<file path="src/rtl/yags_branch_resolver.sv">
// Execute-stage resolver for a YAGS predictor: it checkpoints the GHR, restores it on a mispredict and emits PHT/cache updates.
// Define YAGS_STATS_EN to add the saturating n_branch / n_mispredict counters.
module yags_branch_resolver #(
    parameter int GHR_SIZE = 10,
    parameter int PC_SIZE  = 10,
    parameter int DEPTH    = 4,
    parameter int CNT_W    = 32
) (
    input  logic                clk,
    input  logic                rst,
    input  logic                f_branch,
    input  logic                f_pred,
    output logic [GHR_SIZE-1:0] ghr,
    output logic                full,
    input  logic                ex_valid,
    input  logic                ex_actual,
    input  logic [PC_SIZE-1:0]  ex_pc,
    input  logic                ex_choice,
    input  logic                ex_arr_hit,
    input  logic                ex_arr_pred,
    output logic                flush,
    output logic                redirect_taken,
    output logic                pht_we,
    output logic [PC_SIZE-1:0]  pht_idx,
    output logic                pht_taken,
    output logic                tc_we,
    output logic                nc_we,
    output logic [GHR_SIZE-1:0] c_idx,
    output logic                c_taken,
`ifdef YAGS_STATS_EN
    output logic [CNT_W-1:0]    n_branch,
    output logic [CNT_W-1:0]    n_mispredict,
`endif
    output logic                underflow
);

    localparam int PTR_W = (DEPTH > 1) ? $clog2(DEPTH) : 1;

    logic [GHR_SIZE-1:0] cp_mem [DEPTH];
    logic [PTR_W-1:0]    wr_ptr, rd_ptr;
    logic [PTR_W:0]      count;

    logic                pop_ok, push_ok, mispredict, final_pred;
    logic [GHR_SIZE-1:0] cp;

    assign full       = (count == (PTR_W + 1)'(DEPTH));
    assign pop_ok     = ex_valid && (count != '0);
    assign cp         = cp_mem[rd_ptr];
    assign final_pred = ex_arr_hit ? ex_arr_pred : ex_choice;
    assign mispredict = pop_ok && (ex_actual != final_pred);
    // A push while full is only accepted when a pop frees the slot in the same cycle.
    assign push_ok    = f_branch && !mispredict && (!full || pop_ok);

    // NOTE: checkpoint storage has no reset; the pointers and count alone decide which entries are live.
    always_ff @(posedge clk) begin
        if (push_ok) cp_mem[wr_ptr] <= ghr;
    end

    always_ff @(posedge clk or negedge rst) begin
        if (!rst) begin
            wr_ptr         <= '0;
            rd_ptr         <= '0;
            count          <= '0;
            ghr            <= '0;
            flush          <= 1'b0;
            redirect_taken <= 1'b0;
            pht_we         <= 1'b0;
            pht_idx        <= '0;
            pht_taken      <= 1'b0;
            tc_we          <= 1'b0;
            nc_we          <= 1'b0;
            c_idx          <= '0;
            c_taken        <= 1'b0;
            underflow      <= 1'b0;
        end else begin
            flush  <= mispredict;
            pht_we <= pop_ok && !((ex_choice != ex_actual) && ex_arr_hit && (ex_arr_pred == ex_actual));
            tc_we  <= pop_ok && !ex_choice && (ex_arr_hit || ex_actual);
            nc_we  <= pop_ok && ex_choice && (ex_arr_hit || !ex_actual);
            if (ex_valid && (count == '0)) underflow <= 1'b1;

            if (pop_ok) begin
                pht_idx   <= ex_pc;
                pht_taken <= ex_actual;
                c_idx     <= ex_pc ^ cp;
                c_taken   <= ex_actual;
            end

            if (mispredict) begin
                // Every younger checkpoint is wrong-path, so the queue simply restarts empty.
                redirect_taken <= ex_actual;
                ghr            <= {cp[GHR_SIZE-2:0], ex_actual};
                wr_ptr         <= '0;
                rd_ptr         <= '0;
                count          <= '0;
            end else begin
                if (push_ok) begin
                    ghr    <= {ghr[GHR_SIZE-2:0], f_pred};
                    wr_ptr <= wr_ptr + PTR_W'(1);
                end
                if (pop_ok) rd_ptr <= rd_ptr + PTR_W'(1);
                count <= count + (PTR_W + 1)'(push_ok) - (PTR_W + 1)'(pop_ok);
            end
        end
    end

`ifdef YAGS_STATS_EN
    always_ff @(posedge clk or negedge rst) begin
        if (!rst) begin
            n_branch     <= '0;
            n_mispredict <= '0;
        end else begin
            if (pop_ok && (n_branch != '1))         n_branch     <= n_branch + CNT_W'(1);
            if (mispredict && (n_mispredict != '1)) n_mispredict <= n_mispredict + CNT_W'(1);
        end
    end
`endif

endmodule

</file>
<file path="config.mk">
export PLATFORM = sky130hd
export DESIGN_NAME = yags_branch_resolver
export DESIGN_NICKNAME = d
export VERILOG_FILES = /design/src/rtl/yags_branch_resolver.sv
export SDC_FILE = /design/constraint.sdc
export NUM_CORES = 1
export LEC_CHECK = 0
export ABC_AREA = 1
export ABC_CLOCK_PERIOD_IN_PS = 5000
export CORE_UTILIZATION = 60
export DETAILED_ROUTE_END_ITERATION = 16
export DONT_BUFFER_PORTS = 1
export GPL_TIMING_DRIVEN = 0
export PLACE_DENSITY = 0.76
export SLEW_MARGIN = 20
export SYNTH_ARGS = -nofsm -noshare
export SYNTH_HDL_FRONTEND = slang
export SYNTH_SLANG_ARGS = --single-unit
export TNS_END_PERCENT = 50
</file>
<file path="constraint.sdc">
create_clock -name clk -period 5 [get_ports clk]
set_clock_uncertainty 0.1 [all_clocks]
set_input_delay 1 -clock clk [delete_from_list [all_inputs] [get_ports clk]]
set_output_delay 1 -clock clk [all_outputs]
set_load 0.005 [all_outputs]
</file>
==> run metrics <==
post-route setup TNS 0 ps; Clk pwr share 21.1%; Rows 28; worst-margin pin slew 1020 ps; CP Data Required Time 4870 ps; post-cts resize count 0; syn_nets roughly 390; Detail Placement HPWL approximately 5.4 mm; pins over their slew limit 0; Clk pin slew, worst setup/hold paths roughly 90 ps; maxcap violations 0; initial DRC count 224; num ports a little under 60; largest net degree at the start of global routing 45; minimum clock period 2609 ps; first-pass GRT wire length between 10 and 15 mm; root buffer cell clkbuf_8; GP Congestion between 0.8 and 0.9; mux contribution to synthesized area 0%; synthesized area 0.003720 mm²; placed cell count 443; NetSw 0.9280 mW; initial antenna violation count 0; commonest cells after routing, fill and taps aside nand2_1, dfrtp_1, edfxtp_1; crit start category input port; Synthesis Warnings 0; most frequent CP cell nand2_1; pwr dens 604.6 mW/mm²; Yosys cell types 35; routed vias roughly 2600; Final Hold Fails 0; PortBufs 0; die height ~81 µm; largest family of logic cells by synthesized area simple AND/OR/NAND/NOR gates; CP endpoint kind flip-flop; Setup CP Type in2reg; die width slightly above 80 µm; DIE AREA approximately 0.0065 mm²; sw frac between 30% and 40%; Post-Synth Adder-Cell Area under 10%; register area share after synthesis approximately three fifths; # Post-CTS Setup Buffers 0; core box area about 0.0060 mm²; Avg Vias per Cell between 5 and 6; non-filler cells, final between 400 and 500; FF-to-FF Start count[1]; TritonCTS clock tree built; period utilization a little over half; crit path DAT roughly 2500 ps; DRC 0; Overflow after GRT 0; r2r setup slk approximately 2400 ps; Mapped Avg Cell Area between 10 and 15 µm²; R2R depth 7; commonest non-fill, non-tap cell in the layout nand2_1; Hold Path Class in2async; Largest stage delay, worst path 790 ps; RR Endpoint cp_mem[1][3]; max_slew headroom about a third; TritonCTS buffer count 9; Post-Synthesis Cells between 300 and 400; router iterations before antenna repair 4; Clock Latency Late Sink about 350 ps; layout cell share with drive strength beyond 1 between 10% and 20%; Combinational Power Share 30.6%; Sequential Power Share between 40% and 50%; Initial Util approximately 62%; Synth Area in Compound Gates between 8 and 9%; CTS sink count 84; Layout area overhead 8.543%; status finished, final reports clean; buffer depth of the longest clock path 2; XOR/XNOR Fraction of Synth Area 0.4709%; vias in the first global route approximately 2600; CP Cell Sequence nand2_1, nand3_2, nand2_4, nor2_8, nor2_2, nand2_1, nor2_1; CP max FO 10; Min Hold Slack about 230 ps; RSZ-0062 raised after global routing false; per-cell routed wire length 17.40 µm; slowest cell on the critical path nor2_1; GR Util All Layers around 27%; simple-gate area share of the yosys netlist a little over a fifth; P_int roughly 1.5 mW; Post-CTS Hold Buffers 0; Setup Viol. Count Final 0; H-tree depth 3; Layout Utilization between 60% and 70%; fill count between 400 and 500; leakage power around 1.8 nW; Max Fclk about 380 MHz; Synth Register Bits between 80 and 90; Final nets roughly 400; Max VDD drop about 0.34 mV; antenna diode count 0; WL final 7.987 mm; Routed Antenna Nets 0
[cell usage after synthesis]
master	count	share of area (%)
nand2_1	141	14
dfrtp_1	44	30
edfxtp_1	40	32
nor2_1	21	2.1
o211ai_1	20	4.0
o21ai_0	19	2.6
inv_1	14	1.4
buf_2	8	1.1
buf_4	6	1.2
nand3b_1	6	1.2
ha_1	5	1.7
inv_2	5	0.50
o21ai_1	5	0.67
nand3_1	4	0.54
nand4_1	4	0.67
nor3_1	3	0.40
a211oi_1	2	0.40
clkbuf_1	2	0.20
nand3_2	2	0.54
nor2_2	2	0.34
a21oi_1	1	0.13
a21oi_4	1	0.44
buf_6	1	0.30
clkbuf_2	1	0.13
fa_1	1	0.54
nand2_2	1	0.17
nand2_4	1	0.30
nand3_4	1	0.47
nor2_8	1	0.54
o21a_1	1	0.20
o21ai_2	1	0.24
o21bai_1	1	0.20
or2_2	1	0.17
xnor2_1	1	0.24
xor2_1	1	0.24
[logic make-up after synthesis]
logic type               count (synthesis)
adder cells (fa/ha/maj)                  6
AO/OA/AOI/OAI                           51
buffers and inverters                   37
flip-flops                              84
AND/OR/NAND/NOR                        188
XOR/XNOR                                 2
[state kept, by name (all words and copies together), names as in the netlist, 2 cells and up]
register,count
c_idx,10
count,3
cp_mem,40
ghr,10
pht_idx,10
rd_ptr,2
wr_ptr,2
[power by group through the flow]
| stage | Combinational, mW | Sequential (mW) | Clock [mW] |
|---|---|---|---|
| after floorplan | 0.555 | 1.14 | 0 |
| after global placement | 0.713 | 1.19 | 0 |
| after detailed placement | 0.743 | 1.19 | 0 |
| after CTS | 0.749 | 1.18 | 0.517 |
| after global routing | 0.846 | 1.21 | 0.544 |
| final | 0.746 | 1.18 | 0.516 |
[layer usage]
metal  routed length (µm)  vias up  global-route usage, %
met1                 3426     1256                  36.16
li1                     -     1246                      -
met4                  181        0                  13.04
met5                    0        -                      0
met3                  541       17                  4.944
met2                 3838       90                  42.63
[through the flow]
step           power (mW)  setup WS [ps]  instance area, µm²
2_1_floorplan       1.691           2375                3720
3_3_place_gp        1.899           2035                3814
3_5_place_dp        1.936           1999                3814
4_1_cts             2.445           2369                4038
5_1_grt             2.597           2194                4038
6_report            2.441           2391                4038
[critical path: cells and delay by family]
kind             cells  cell delay, ps
and+or+nand+nor      7            1470
[how the worst max path moves through the flow]
stage / start / to / cells past startpoint / slack (ps)
floorplan: ex_arr_hit / count[2] / 11 / 2380
CTS: ex_arr_hit / cp_mem[1][3] / 7 / 2370
global route: count[1] / cp_mem[0][8] / 7 / 2190
finish: ex_arr_hit / cp_mem[1][3] / 7 / 2390
detailed placement: ex_arr_hit / cp_mem[1][3] / 7 / 2000
global placement: ex_arr_hit / cp_mem[0][2] / 7 / 2040
[final cells by class]
cell class | count | area, µm² | share of cell area, %
Clock inverter | 3 | 22.52 | 0.5578
Sequential cell | 84 | 2302 | 57.02
Tap cell | 75 | 93.84 | 2.324
Clock buffer | 13 | 201.4 | 4.989
Inverter | 19 | 71.32 | 1.766
Buffer | 18 | 108.9 | 2.696
Multi-Input combinational cell | 247 | 1237 | 30.65
(Power assumes the default switching activity.)
==> edit (same flow settings) <==
Put one more register stage on the output `redirect_taken`, cleared by the reset. The value now appears one clock later. The other outputs are not delayed to match.
--- a/src/rtl/yags_branch_resolver.sv
+++ b/src/rtl/yags_branch_resolver.sv
@@ -38,2 +38,4 @@
 
+    logic redirect_taken_s0;
+
     logic [GHR_SIZE-1:0] cp_mem [DEPTH];
@@ -65,3 +67,3 @@
             flush          <= 1'b0;
-            redirect_taken <= 1'b0;
+            redirect_taken_s0 <= 1'b0;
             pht_we         <= 1'b0;
@@ -90,3 +92,3 @@
                 // Every younger checkpoint is wrong-path, so the queue simply restarts empty.
-                redirect_taken <= ex_actual;
+                redirect_taken_s0 <= ex_actual;
                 ghr            <= {cp[GHR_SIZE-2:0], ex_actual};
@@ -118,2 +120,10 @@
 
+    always_ff @(posedge clk or negedge rst) begin
+        if (!rst) begin
+            redirect_taken <= '0;
+        end else begin
+            redirect_taken <= redirect_taken_s0;
+        end
+    end
+
 endmodule
Check against the original RTL: not equivalent (Yosys sat finds a counterexample within 4 cycles, from zero or initial values and one cycle with rst low).
==> edit against the unedited design <==
  * Fmax shrank 0.39%
  * Clock power shrank 2%
  * Worst hold slack gained 0.012 ns
  * Power shrank 0.40%
  * Design area grew 0.16%
  * Synthesized area grew 0.67%
  * Routed wire length shrank 2.9%
  * Register-to-register slack gained 0.03 ns
  * Cell count grew 0.22%
  * Count of clock-buffer cells in the layout shrank 3
  * Sequential cell count grew 1
  * Setup slack lost 0.010 ns
  * First-iteration DRC count shrank 1.8%
  * Critical endpoint is now cp_mem[2][7]
  * Largest cell class unchanged
  * Largest power group unchanged
  * Highest routed layer unchanged
==> edit: results (changes against the unedited design) <==
| Metric | Value |
|---|---|
| Outcome | complete, no violations |
| Clock slew at reported path FFs | around 0.080 ns |
| Sw frac | 37.03% (-0.99 points) |
| Area contributors post-synth | edfxtp_1 32%, dfrtp_1 30%, nand2_1 14% |
| Final #Nets | 405 (+0.25%) |
| DP Area | 3839 um2 (+0.66%) |
| CP Max Fanout | 10 (unchanged) |
| First-pass GRT wire length | 12.16 mm (-4.7%) |
| Top reg by flops | cp_mem |
| Largest net degree at the start of global routing | 46 (+2.2%) |
| Mapped Nets | 394 (+0.25%) |
| Avg WL per Cell | 16.86 um (-3.1%) |
| Max VDD drop | 0.3945 mV (+16%) |
| Synth Instances | 369 (+0.27%) |
| Sequential area share after synthesis | 62.15% (+0.25 points) |
| Post-cts resize count | 0 (unchanged) |
| Hpwl dp | 5.458 mm (+0.23%) |
| Post-synth ARST share | 52.94% (+0.56 points) |
| Root buffer cell | clkbuf_8 |
| Placed instance count | 444 (+0.23%) |
| Post-placement setup slack | 2.044 ns (+0.04525 ns) |
| Slew at the pin closest to its max-slew limit | 1.008 ns (-0.01147 ns) |
| PortBufs | 0 (unchanged) |
| Fillers | 442 (+0.68%) |
| Layout cells sized above 1 | 11.69% (-0.81 points) |
| Number of global-route vias before repair | 2485 (-4.9%) |
| LEAKAGE | 1.800 nW (about the same) |
| Final cell count without fillers | 460 (+0.22%) |
| Synth cell count leaders | 141 x nand2_1, 45 x dfrtp_1, 40 x edfxtp_1 |
| Clk buf depth | 2 (unchanged) |
| Largest register FFs | 40 (unchanged) |
| Detailed Route Iter0 Violations | 220 (-1.8%) |
| Fin area | 4044 um2 (+0.16%) |
| GRT Total Usage | 25.96% (-1.0 points) |
| RePlAce Congestion | 0.8031 (-3.6%) |
| Vias per cell | 5.567 (-2.1%) |
-- edit: cell count changes after synthesis, sizes merged --
cell | before | now
dfrtp | 44 | 45
-- edit: worst max-delay path, cell delays in order --
cell and delay, ns:
nand2_1 0.10, nand3_2 0.16, nand2_4 0.15, nor2_8 0.05, nor2_2 0.13, nand2_1 0.12, nor2_1 0.78
-- edit: layer usage --
| layer | vias to the layer above | track usage [%] | part of all wire [%] |
|---|---|---|---|
| met5 | - | 0 | 0 |
| met4 | 0 | 10.71 | 1.2 |
| met3 | 10 | 6.404 | 6.3 |
| met2 | 67 | 43.87 | 51 |
| met1 | 1232 | 31.82 | 42 |
| li1 | 1252 | - | - |
-- edit: kinds of logic after synthesis --
group	synth area share (%)
flops	62.14
xor+xnor	0.4678
fa+ha+maj	2.205
buf+inv	4.811
simple gates	21.55
compound gates	8.820
-- edit: area by class of cell --
class | instances | share of cell area, %
clock inverters | 6 | 1.918
flip-flops and latches | 85 | 57.55
inverters | 19 | 1.764
well taps | 75 | 2.321
clock buffers | 10 | 3.156
plain buffers | 18 | 2.692
multi-input cells | 247 | 30.60
-- edit: power groups by stage --
stage          sequential [W]  clock [W]  combinational, W
5_1_grt               0.00122   0.000537          0.000832
6_report              0.00119   0.000504          0.000733
3_3_place_gp          0.00120          0          0.000707
2_1_floorplan         0.00115          0          0.000555
3_5_place_dp          0.00121          0          0.000733
4_1_cts               0.00120   0.000508          0.000739
-- edit: worst paths after layout --
check,start,to,slack (ns),cells after the start
min in group clk,redirect_taken_s0,redirect_taken,0.29,0
max in group asynchronous,rst,ghr[7],4.47,0
worst min register to register,redirect_taken_s0,redirect_taken,0.29,0
worst max-delay path,ex_arr_hit,cp_mem[2][7],2.38,7
worst max register to register,count[1],cp_mem[2][7],2.47,7
worst min-delay path,rst,pht_idx[1],0.24,0
